`config.mk`:
```
export PLATFORM = sky130hd
export DESIGN_NAME = flt_f32_to_f16_buf
export DESIGN_NICKNAME = d
export VERILOG_FILES = /design/src/rtl/flt_f16_pkg.sv /design/src/rtl/flt_f16_sync_fifo.sv /design/src/rtl/flt_f32_to_f16_buf.sv
export SDC_FILE = /design/constraint.sdc
export NUM_CORES = 1
export LEC_CHECK = 0
export CORE_MARGIN = 2
export CORE_UTILIZATION = 55
export DETAILED_ROUTE_END_ITERATION = 16
export GPL_TIMING_DRIVEN = 1
export PLACE_DENSITY = 0.85
export RECOVER_POWER = 25
export SLEW_MARGIN = 10
export SYNTH_ARGS = -nofsm -noshare
export SYNTH_HDL_FRONTEND = slang
export SYNTH_HIERARCHICAL = 1
export SYNTH_SLANG_ARGS = --single-unit
```
`constraint.sdc`:
```
create_clock -name i_aclk -period 3.3 [get_ports i_aclk]
set_input_delay 0.66 -clock i_aclk [delete_from_list [all_inputs] [get_ports i_aclk]]
set_output_delay 0.66 -clock i_aclk [all_outputs]
set_load 0.05 [all_outputs]
```
`src/rtl/flt_f16_pkg.sv`:
```
// flt_f16_pkg: widths, biases, input classes, canonical values and flag indices for FP32->FP16 conversion
package flt_f16_pkg;
    localparam int F32_W    = 32;
    localparam int F16_W    = 16;
    localparam int F32_BIAS = 127;
    localparam int F16_BIAS = 15;
    localparam int FLG_W    = 4;
    localparam int FLG_INV  = 3;
    localparam int FLG_OVF  = 2;
    localparam int FLG_UNF  = 1;
    localparam int FLG_INX  = 0;
    localparam logic [F16_W-1:0] F16_QNAN = 16'h7E00;
    localparam logic [F16_W-1:0] F16_INF  = 16'h7C00;
    typedef enum logic [2:0] {CLS_NAN, CLS_INF, CLS_ZERO, CLS_DENORM, CLS_NORM} cls_t;
    function automatic cls_t classify(input logic [7:0] e, input logic [22:0] m);
        return e == 8'hFF ? (|m ? CLS_NAN : CLS_INF) : e == 8'h00 ? (|m ? CLS_DENORM : CLS_ZERO) : CLS_NORM;
    endfunction
    function automatic logic [FLG_W-1:0] flags(input logic inv, input logic ovf, input logic unf, input logic inx);
        logic [FLG_W-1:0] f;
        f = '0;
        f[FLG_INV] = inv;
        f[FLG_OVF] = ovf;
        f[FLG_UNF] = unf;
        f[FLG_INX] = inx;
        return f;
    endfunction
endpackage

```
`src/rtl/flt_f16_sync_fifo.sv`:
```
// flt_f16_sync_fifo: synchronous FIFO with simultaneous push/pop and occupancy level
// ports: clk, rst (sync, high), push/wdata in, pop in, rdata = head (0 when empty), full, empty, level
module flt_f16_sync_fifo #(
    parameter int WIDTH = 16,
    parameter int DEPTH = 16,
    parameter int LVL_W = $clog2(DEPTH) + 1
) (
    input  logic             clk,
    input  logic             rst,
    input  logic             push,
    input  logic             pop,
    input  logic [WIDTH-1:0] wdata,
    output logic [WIDTH-1:0] rdata,
    output logic             full,
    output logic             empty,
    output logic [LVL_W-1:0] level
);
    localparam int AW = $clog2(DEPTH);
    logic [WIDTH-1:0] mem [DEPTH];
    logic [AW-1:0] wr_ptr, rd_ptr;
    logic do_push, do_pop;
    assign full    = level == LVL_W'(DEPTH);
    assign empty   = level == '0;
    assign do_pop  = pop & ~empty;
    // a pop in the same cycle frees the slot a full FIFO needs for the push
    assign do_push = push & (~full | do_pop);
    assign rdata   = empty ? '0 : mem[rd_ptr];
    always_ff @(posedge clk) begin
        if (rst) begin
            wr_ptr <= '0;
            rd_ptr <= '0;
            level  <= '0;
        end else begin
            if (do_push) wr_ptr <= wr_ptr + AW'(1);
            if (do_pop) rd_ptr <= rd_ptr + AW'(1);
            level <= level + LVL_W'(do_push) - LVL_W'(do_pop);
        end
    end
    always_ff @(posedge clk)
        if (do_push) mem[wr_ptr] <= wdata;
endmodule

```
`src/rtl/flt_f32_to_f16_buf.sv`:
```
// flt_f32_to_f16_buf: FP32 stream -> FP16 (RNE) via 2-stage pipeline and FIFO onto AXI4-Stream with tready
// ports: i_aclk, i_areset (sync, high); i_axi4s_a_* FP32 input (no ready);
//        o_axi4s_result_tdata/tvalid, i_axi4s_result_tready; o_axi4s_result_tuser {inv,ovf,unf,inx}
//        only with FLT_F32_TO_F16_FLAGS_EN; o_fifo_level occupancy; o_drop sticky overflow-loss flag
module flt_f32_to_f16_buf
    import flt_f16_pkg::*;
#(
    parameter int FIFO_DEPTH = 16,
    parameter int LVL_W      = $clog2(FIFO_DEPTH) + 1
) (
    input  logic             i_aclk,
    input  logic             i_areset,
    input  logic [31:0]      i_axi4s_a_tdata,
    input  logic             i_axi4s_a_tvalid,
    output logic [15:0]      o_axi4s_result_tdata,
    output logic             o_axi4s_result_tvalid,
    input  logic             i_axi4s_result_tready,
`ifdef FLT_F32_TO_F16_FLAGS_EN
    output logic [3:0]       o_axi4s_result_tuser,
`endif
    output logic [LVL_W-1:0] o_fifo_level,
    output logic             o_drop
);
`ifdef FLT_F32_TO_F16_FLAGS_EN
    localparam int W = F16_W + FLG_W;
`else
    localparam int W = F16_W;
`endif
    logic s1_v, s1_s, s2_v, full, empty, pop;
    logic [22:0] s1_m;
    logic signed [9:0] s1_exp;
    cls_t s1_cls;
    logic [W-1:0] s2_w, head;
    logic [23:0] sig;
    logic [47:0] ext;
    logic [9:0] nsh, ebias;
    logic [14:0] mag;
    logic [19:0] cvt;
    logic norm, rem_nz, up, unused;
    always_ff @(posedge i_aclk) begin
        s1_v   <= ~i_areset & i_axi4s_a_tvalid;
        s1_s   <= i_axi4s_a_tdata[F32_W-1];
        s1_m   <= i_axi4s_a_tdata[22:0];
        s1_exp <= 10'(i_axi4s_a_tdata[30:23]) - 10'(F32_BIAS);
        s1_cls <= classify(i_axi4s_a_tdata[30:23], i_axi4s_a_tdata[22:0]);
    end
    // Normal and subnormal share one rounder: normals drop 13 bits, subnormals drop (-1-E) bits
    // so the kept field is already the 10-bit fraction and a rounding carry ripples into the exponent.
    always_comb begin
        sig    = {1'b1, s1_m};
        norm   = s1_exp >= -10'sd14;
        nsh    = -10'sd1 - s1_exp;
        ebias  = s1_exp + 10'(F16_BIAS);
        ext    = {sig, 24'd0} >> (norm ? 5'd13 : nsh[4:0]);
        rem_nz = |ext[23:0];
        up     = ext[23] & ((|ext[22:0]) | ext[24]);
        mag    = {norm ? ebias[4:0] : 5'd0, ext[33:24]} + 15'(up);
        cvt    = s1_cls == CLS_NAN ? {s1_s, F16_QNAN[14:0], flags(1'b1, 1'b0, 1'b0, 1'b0)}
               : s1_cls == CLS_INF ? {s1_s, F16_INF[14:0], flags(1'b0, 1'b0, 1'b0, 1'b0)}
               : s1_cls == CLS_ZERO ? {s1_s, 15'd0, flags(1'b0, 1'b0, 1'b0, 1'b0)}
               : s1_cls == CLS_DENORM || s1_exp < -10'sd25 ? {s1_s, 15'd0, flags(1'b0, 1'b0, 1'b1, 1'b1)}
               : s1_exp > 10'sd15 ? {s1_s, F16_INF[14:0], flags(1'b0, 1'b1, 1'b0, 1'b1)}
               : norm ? {s1_s, mag, flags(1'b0, &mag[14:10], 1'b0, rem_nz)}
               : {s1_s, mag, flags(1'b0, 1'b0, rem_nz, rem_nz)};
    end
    assign unused = ^{ext[47:34], nsh[9:5], ebias[9:5], cvt[3:0]};
    always_ff @(posedge i_aclk) begin
        s2_v <= ~i_areset & s1_v;
        s2_w <= cvt[19 -: W];
    end
    assign o_axi4s_result_tvalid = ~empty;
    assign pop = ~empty & i_axi4s_result_tready;
    flt_f16_sync_fifo #(.WIDTH(W), .DEPTH(FIFO_DEPTH), .LVL_W(LVL_W)) u_fifo (
        .clk(i_aclk), .rst(i_areset), .push(s2_v), .pop(pop), .wdata(s2_w),
        .rdata(head), .full(full), .empty(empty), .level(o_fifo_level)
    );
`ifdef FLT_F32_TO_F16_FLAGS_EN
    assign o_axi4s_result_tdata = head[W-1:FLG_W];
    assign o_axi4s_result_tuser = head[FLG_W-1:0];
`else
    assign o_axi4s_result_tdata = head;
`endif
    always_ff @(posedge i_aclk) begin
        if (i_areset) o_drop <= 1'b0;
        else if (s2_v & full & ~pop) o_drop <= 1'b1;
    end
endmodule

```
# Word-level counts from Yosys, hierarchy flattened
# Memories as Yosys holds them, arrays and structs flattened. A register that Yosys moved wholly into a read port is not among the register bits.
# Index checks and enable logic that the tools add are counted.
op_classes:
  magnitude_cmp: 3
  shifts: 1
  muxes: 16
  n_reduce_logical: 10
  add_sub_neg: 8
  n_eq_ne: 5
  bitwise: 14
ops:
  columns: ["op", "count"]
  rows:
  - ["$mux 19", 4]
  - ["$shr 48x5->34", 1]
  - ["$reduce_or 23->1", 2]
  - ["$reduce_or 24->1", 1]
  - ["$mux 16", 1]
  - ["$add 15x1->15", 1]
  - ["$mux 5", 2]
  - ["$ge 9x5->1 const B", 1]
  - ["$gt 9x5->1 const B", 1]
  - ["$lt 9x6->1 const B", 1]
  - ["$mux 3", 3]
  - ["$sub 8x7->9 const B", 1]
  - ["$add 4x1->4 const B", 2]
  - ["$and 1x1->1", 8]
  - ["$eq 8x8->1 const B", 1]
  - ["$logic_not 8->1", 1]
  - ["$mux 4", 2]
  - ["$eq 3x2->1 const B", 2]
  - ["$add 5x1->5", 1]
  - ["$add 5x5->5 const B", 1]
  - ["$eq 5x5->1 const B", 1]
  - ["$logic_not 5->1", 1]
  - ["$reduce_and 5->1", 1]
  - ["$reduce_or 5->1", 1]
  - ["9 further kinds", 16]
totals:
  mem_bits_rw: 256
  output_inout_bits: 23
  regBits: 68
  mem_count: 1
  word_cells: 72
memory_table:
  columns: ["memory", "depth", "width", "rd", "rd_ports_with_merged_regs", "write_ports", "line_no", "text"]
  rows:
  - ["u_fifo.mem", 16, 16, 1, 1, 1, "flt_f16_sync_fifo.sv:19", "logic [WIDTH-1:0] mem [DEPTH];"]

# Longest topological paths before layout
depth:
  depth_word: 13
  ltp_mapped: 16
  ltp_nobuf: 15

# Hierarchy
# The synthesis kept the hierarchy.
modules_own_cells:
  columns: ["mod", "cells_each", "seq_area_each_um2", "area_per_inst_um2", "n_inst"]
  rows:
  - ["flt_f16_sync_fifo", 531, 8027.7, 10850.4, 1]
  - ["flt_f32_to_f16_buf", 508, 1101.1, 4072.7, 1]

# Worst setup path after synthesis
# No wires, ideal clock.
synth_path:
  kind: "reg2reg"
  start: "reg u_fifo.level[2]"
  end: "mem u_fifo.mem[0][0], enable pin"
  slack_ns: -0.314
  n_path_buf: 1
  arrival_ns: 3.205
  setup_ns: 0.409
  path_stages_with_launch: 10
  required_time_ns: 2.891
  cell_sequence: "dfxtp_1 -> inv_1 -> ha_1 -> or4b_1 -> buf_2 -> inv_2 -> nor2b_1 -> o21a_1 -> nand2_1 -> nor3_1"
synth_via:
  elab_chain_cells: 8
  word_cells_on_any_way: 10
  cone_classes: "eq/ne (1); mux (2); bitwise (6); reduce/logical (1)"
synth_rtl:
  columns: ["element", "line_no", "text"]
  rows:
  - ["from (decl)", "flt_f16_sync_fifo.sv:16", "output logic [LVL_W-1:0] level"]
  - ["from (signal assigned)", "flt_f16_sync_fifo.sv:36", "level <= level + LVL_W'(do_push) - LVL_W'(do_pop);"]
  - ["$logic_not 5->1", "flt_f16_sync_fifo.sv:23", "assign empty = level == '0;"]
  - ["via empty", "flt_f32_to_f16_buf.sv:29", "logic s1_v, s1_s, s2_v, full, empty, pop;"]
  - ["$not 1->1", "flt_f32_to_f16_buf.sv:72", "assign pop = ~empty & i_axi4s_result_tready;"]
  - ["$and 1x1->1", "flt_f32_to_f16_buf.sv:72", null]
  - ["via pop", "flt_f32_to_f16_buf.sv:29", null]
  - ["$and 1x1->1", "flt_f16_sync_fifo.sv:24", "assign do_pop = pop & ~empty;"]
  - ["$or 1x1->1", "flt_f16_sync_fifo.sv:26", "assign do_push = push & (~full | do_pop);"]
  - ["$and 1x1->1", "flt_f16_sync_fifo.sv:26", null]
  - ["$mux 1", "flt_f16_sync_fifo.sv:40", "if (do_push) mem[wr_ptr] <= wdata;"]
  - ["$mux 1 (not written as such)", "flt_f16_sync_fifo.sv:40", null]
  - ["to (decl)", "flt_f16_sync_fifo.sv:19", null]
# The timed path passes the listed nets, and every way through them passes these cells.

# Worst setup path in the final report
layout_path:
  start: "reg s1_exp[3]"
  end: "reg s2_w[8]"
layout_via:
  elab_chain_cells: 7
  word_cells_on_any_way: 12
  cone_classes: "add/sub (2); order compare (3); shift (1); mux (1); bitwise (2); reduce/logical (3)"
layout_rtl:
  columns: ["element", "line_no", "text"]
  rows:
  - ["from (decl)", "flt_f32_to_f16_buf.sv:31", "logic signed [9:0] s1_exp;"]
  - ["from (signal assigned)", "flt_f32_to_f16_buf.sv:44", "s1_exp <= 10'(i_axi4s_a_tdata[30:23]) - 10'(F32_BIAS);"]
  - ["$ge 9x5->1 or $sub 1x5->5 (tied branches)", "flt_f32_to_f16_buf.sv:51, flt_f32_to_f16_buf.sv:52", null]
  - ["$mux 5", "flt_f32_to_f16_buf.sv:54", "ext = {sig, 24'd0} >> (norm ? 5'd13 : nsh[4:0]);"]
  - ["$shr 48x5->34", "flt_f32_to_f16_buf.sv:54", null]
  - ["$reduce_or 23->1", "flt_f32_to_f16_buf.sv:56", "up = ext[23] & ((|ext[22:0]) | ext[24]);"]
  - ["$or 1x1->1", "flt_f32_to_f16_buf.sv:56", null]
  - ["$and 1x1->1", "flt_f32_to_f16_buf.sv:56", null]
  - ["$add 15x1->15", "flt_f32_to_f16_buf.sv:57", "mag = {norm ? ebias[4:0] : 5'd0, ext[33:24]} + 15'(up);"]
  - ["to (signal assigned)", "flt_f32_to_f16_buf.sv:69", "s2_w <= cvt[19 -: W];"]
  - ["to (decl)", "flt_f32_to_f16_buf.sv:33", "logic [W-1:0] s2_w, head;"]
# Several ways; a longest one is shown, not always the timed one.
# A chain may end at the register's enable or synchronous reset.

==> results_tabular.tex <==
\begin{tabular}{lr}
\hline
Metric & Value \\
\hline
\multicolumn{2}{l}{\textbf{Outcome}} \\
\quad Outcome & finished, final reports clean \\
\multicolumn{2}{l}{\textbf{Detailed routing}} \\
\quad Overall routed net length & 39700 µm \\
\quad Avg WL per Cell & 25.9 µm \\
\quad Detailed-routing wirelength on met1 & 15200 µm \\
\quad Routed via count divided by cell count & 6.32 \\
\quad Top layer used by detailed routing & met4 \\
\quad Pre-antenna DRT Iters & 5 \\
\quad WL met2 & 20100 µm \\
\quad DRC violation count after routing & 0 \\
\quad Violation count after the first detailed-routing iteration & 790 \\
\quad Vias post-DR & 9704 \\
\quad Length of routed met3 wiring & 2600 µm \\
\quad Antenna Nets Post-Route & 0 \\
\multicolumn{2}{l}{\textbf{Global routing}} \\
\quad Initial antenna violation count & 0 \\
\quad Congestion Overflow GR & 0 \\
\quad Global-route wire length before repair & 60000 µm \\
\quad Largest net degree at the start of global routing & 49 \\
\quad Vias in the first global route & 9882 \\
\quad Overall Global Routing Usage & 0.282 \\
\multicolumn{2}{l}{\textbf{Placed design}} \\
\quad Final HPWL from detailed placement & 25700 µm \\
\quad Area after DPL & 16500 µm² \\
\quad Buffers on Ports & 58 \\
\quad Number of placed cells counting well taps & 1464 \\
\quad Final weighted congestion of routability-driven global placement & 1.00 \\
\multicolumn{2}{l}{\textbf{Worst setup path}} \\
\quad Critical path required time & 3.72 ns \\
\quad Startpoint-to-endpoint class of the critical path & flip-flop to flip-flop \\
\quad Largest stage delay on the critical path & 0.36 ns \\
\quad Register-to-register setup slack & 0.07 ns \\
\quad Worst path cell trace & buf\_4 -> nor3\_1 -> o21ai\_2 -> buf\_12 -> a211oi\_1 -> a31oi\_2 -> o311a\_1 -> a211oi\_4 -> nor2b\_2 -> ha\_2 -> nand4b\_4 -> buf\_4 -> nor3\_2 -> xnor2\_1 -> nor2\_1 \\
\quad Arr. time, crit path & 3.65 ns \\
\quad Max Fanout on Critical Path & 22 \\
\quad Number of buffer and inverter instances along the worst setup path & 3 \\
\quad Slowest CP cell & sky130\_fd\_sc\_hd\_\_o311a\_1 \\
\quad Type of element launching the critical path & flip-flop \\
\quad Reg-to-reg critical path endpoint & s2\_w[8] \\
\quad Crit-path leading delay family & compound AO/OA/AOI/OAI gates \\
\quad Worst-case reg-to-reg path depth & 15 \\
\quad Most frequent cell on the critical path & sky130\_fd\_sc\_hd\_\_buf\_4 \\
\quad Critical Path End Type & flip-flop \\
\quad Reg2reg start & s1\_exp[3] \\
\multicolumn{2}{l}{\textbf{Hold path}} \\
\quad Cells on Worst Hold Path & 0 \\
\quad Class of the tightest hold or removal check & flip-flop to flip-flop \\
\quad WHS Endpoint & s2\_w[15] \\
\quad Worst hold start & s1\_s \\
\multicolumn{2}{l}{\textbf{Finish}} \\
\quad Most frequent cells in the layout & sky130\_fd\_sc\_hd\_\_edfxtp\_1 (256), sky130\_fd\_sc\_hd\_\_buf\_4 (86), sky130\_fd\_sc\_hd\_\_nand2\_1 (73) \\
\quad Most frequent standard cell in the layout excluding fill and tap cells & sky130\_fd\_sc\_hd\_\_edfxtp\_1 \\
\quad Share of final-layout standard cells stronger than drive strength 1 & 0.267 \\
\quad Finished Cell Area & 17700 µm² \\
\quad Layout Area Growth over Synthesis & 18.5\% \\
\quad Utilization after layout & 0.660 \\
\quad Final Net Count & 1223 \\
\quad Ant diodes & 0 \\
\quad Post-route insts no fill & 1535 \\
\multicolumn{2}{l}{\textbf{STA}} \\
\quad Period utilisation layout & 0.979 \\
\quad Peak clock frequency supported by timing & 309 MHz \\
\quad Unrepaired setup endpoints after global routing & true \\
\quad Post-layout minimum cycle time & 3.23 ns \\
\quad Final Hold Fails & 0 \\
\quad Number of pins with negative max-slew slack in the final report & 0 \\
\quad Worst slack on hold paths & 0.345 ns \\
\quad Endpoints failing setup & 0 \\
\quad Setup skew after layout & 0.0173 ns \\
\quad Slew headroom & 0.522 \\
\quad Measured slew at the worst slew-check pin & 0.715 ns \\
\multicolumn{2}{l}{\textbf{Logic synthesis}} \\
\quad Warning count from the yosys run & 6 \\
\quad Average cell area after synthesis & 14.4 µm² \\
\quad Mapped Nets & 1092 \\
\quad Sequential fraction of the synthesis area & 0.612 \\
\quad Number of different library cells in the post-synthesis netlist & 93 \\
\quad Area of the mapped netlist & 14900 µm² \\
\quad Gate count of the mapped netlist & 1039 \\
\quad Post-synth ARST share & 0 \\
\quad Most used DFF post-synth & sky130\_fd\_sc\_hd\_\_edfxtp\_1 \\
\quad Synthesis-stage register bit count & 328 \\
\quad Number of enable flip-flop cells after synthesis & 256 \\
\multicolumn{2}{l}{\textbf{Die}} \\
\quad Initial standard-cell utilization of the core & 0.557 \\
\quad Full die area & 28500 µm² \\
\quad Area of the core & 26800 µm² \\
\quad Top-Level Pins & 59 \\
\quad Core Rows & 60 \\
\quad Die Span Y & 169 µm \\
\quad Die X-Extent & 169 µm \\
\multicolumn{2}{l}{\textbf{Clock tree}} \\
\quad CTS sink cnt & 328 \\
\quad Max H-tree Level & 1 \\
\quad Worst-Skew Late Latency & 0.56 ns \\
\quad Inserted Clock Buffers & 31 \\
\quad TritonCTS clock tree & built \\
\quad Bufs on Longest Clock Path & 3 \\
\quad Library cell used as clock root buffer & sky130\_fd\_sc\_hd\_\_clkbuf\_16 \\
\quad Clock-pin slew of the registers on the worst-case setup and hold paths & 0.07 ns \\
\multicolumn{2}{l}{\textbf{Power}} \\
\quad PD cells & 672 nW/µm² \\
\quad Peak supply drop & 0.520 mV \\
\quad Leakage Power & 6.18 nW \\
\quad Total power draw & 0.0119 W \\
\multicolumn{2}{l}{\textbf{Job}} \\
\quad Max-cap violation count & 0 \\
\hline
\end{tabular}
[synthesized netlist by cell type (7+ instances only)]
| cell type | instances | share of area |
|---|---|---|
| sky130_fd_sc_hd__dfxtp_1 | 72 | 0.097 |
| sky130_fd_sc_hd__nor2b_1 | 8 | 0.0034 |
| sky130_fd_sc_hd__a22oi_1 | 8 | 0.0040 |
| sky130_fd_sc_hd__edfxtp_1 | 256 | 0.52 |
| sky130_fd_sc_hd__xnor2_1 | 13 | 0.0076 |
| sky130_fd_sc_hd__mux2i_1 | 9 | 0.0060 |
| sky130_fd_sc_hd__clkbuf_1 | 20 | 0.0050 |
| sky130_fd_sc_hd__buf_2 | 20 | 0.0067 |
| sky130_fd_sc_hd__nand4_1 | 8 | 0.0034 |
| sky130_fd_sc_hd__o21ai_0 | 23 | 0.0077 |
| sky130_fd_sc_hd__a31oi_1 | 8 | 0.0034 |
| sky130_fd_sc_hd__nor3_1 | 17 | 0.0057 |
| sky130_fd_sc_hd__nor2_1 | 60 | 0.015 |
| sky130_fd_sc_hd__a211oi_1 | 18 | 0.0091 |
| sky130_fd_sc_hd__and2_1 | 7 | 0.0029 |
| sky130_fd_sc_hd__a21oi_1 | 45 | 0.015 |
| sky130_fd_sc_hd__o221ai_2 | 17 | 0.017 |
| sky130_fd_sc_hd__ha_1 | 16 | 0.013 |
| sky130_fd_sc_hd__xor2_1 | 13 | 0.0076 |
| sky130_fd_sc_hd__inv_1 | 56 | 0.014 |
| sky130_fd_sc_hd__or3_1 | 7 | 0.0029 |
| sky130_fd_sc_hd__nand3_1 | 30 | 0.010 |
| sky130_fd_sc_hd__and3_1 | 7 | 0.0029 |
| sky130_fd_sc_hd__buf_6 | 9 | 0.0068 |
| sky130_fd_sc_hd__mux2_2 | 20 | 0.015 |
| sky130_fd_sc_hd__mux4_2 | 60 | 0.091 |
| sky130_fd_sc_hd__nor4_1 | 10 | 0.0042 |
| sky130_fd_sc_hd__buf_4 | 7 | 0.0035 |
| sky130_fd_sc_hd__nand2_1 | 73 | 0.018 |
| sky130_fd_sc_hd__o211ai_1 | 8 | 0.0040 |
[area by class of cell]
| class | instances | area (µm²) |
|---|---|---|
| clock buffer | 34 | 787 |
| clock inverter | 23 | 218 |
| fill | 1826 | 9110 |
| inverter | 57 | 214 |
| multi-input combinational | 593 | 5280 |
| sequential | 328 | 9140 |
| tap | 341 | 427 |
| timing repair buffer | 159 | 1630 |
[kinds of logic (layout without fill, tap and decap cells)]
kind of cell,count (synthesis),in the layout,share of synthesized area
adder cells (fa/ha/maj),17,17,0.0148
XOR/XNOR,26,26,0.0153
AND/OR/NAND/NOR,262,262,0.0946
buffers and inverters,118,273,0.0398
AO/OA/AOI/OAI,191,191,0.0999
flip-flops,328,328,0.612
multiplexers,97,97,0.124
[power by group]
part,total (W),switching [W],internal [W]
sequential,0.00481,0.000192,0.00462
clock,0.00350,0.00147,0.00202
combinational,0.00358,0.00193,0.00164
[stage by stage]
step	worst slack, ns	setup TNS (ns)
global route	-0.0775	-0.188
finish	0.0678	0
CTS	0.0107	0
detailed placement	0.0125	0
floorplan	0.00509	0
global placement	0.0766	0
[how the worst max path moves through the flow]
stage	from	to	slack (ns)	cells after the start
2_1_floorplan	u_fifo/level[2]	u_fifo/level[4]	0.005	16
3_3_place_gp	s1_exp[6]	s2_w[9]	0.08	12
3_5_place_dp	s1_exp[3]	s2_w[8]	0.01	14
4_1_cts	s1_exp[5]	s2_w[8]	0.01	15
5_1_grt	s1_exp[3]	s2_w[8]	-0.08	14
6_report	s1_exp[3]	s2_w[8]	0.07	15
[state kept, by name (all words and copies together) (netlist names), named ones only]
name	cells
o_drop	1
s2_v	1
s1_s	1
u_fifo/level	5
s2_w	16
u_fifo/wr_ptr	4
u_fifo/rd_ptr	4
s1_v	1
s1_exp	9
u_fifo/mem	256
s1_m	23
s1_cls	3
[per-layer routing]
metal,vias up,track usage
li1,4303,-
met3,108,0.0383
met5,-,0
met2,462,0.484
met4,0,0.129
met1,4831,0.358
[timing repair]
action | in CTS | in global routing
cloned | 0 | 0
setup buffers | 3 | 11
endpoints found under the setup margin | 17 | 22
hold buffers | 0 | 0
pin swaps | 0 | 10
resized for setup | 3 | 21
Power figures use the tool's default switching activity.
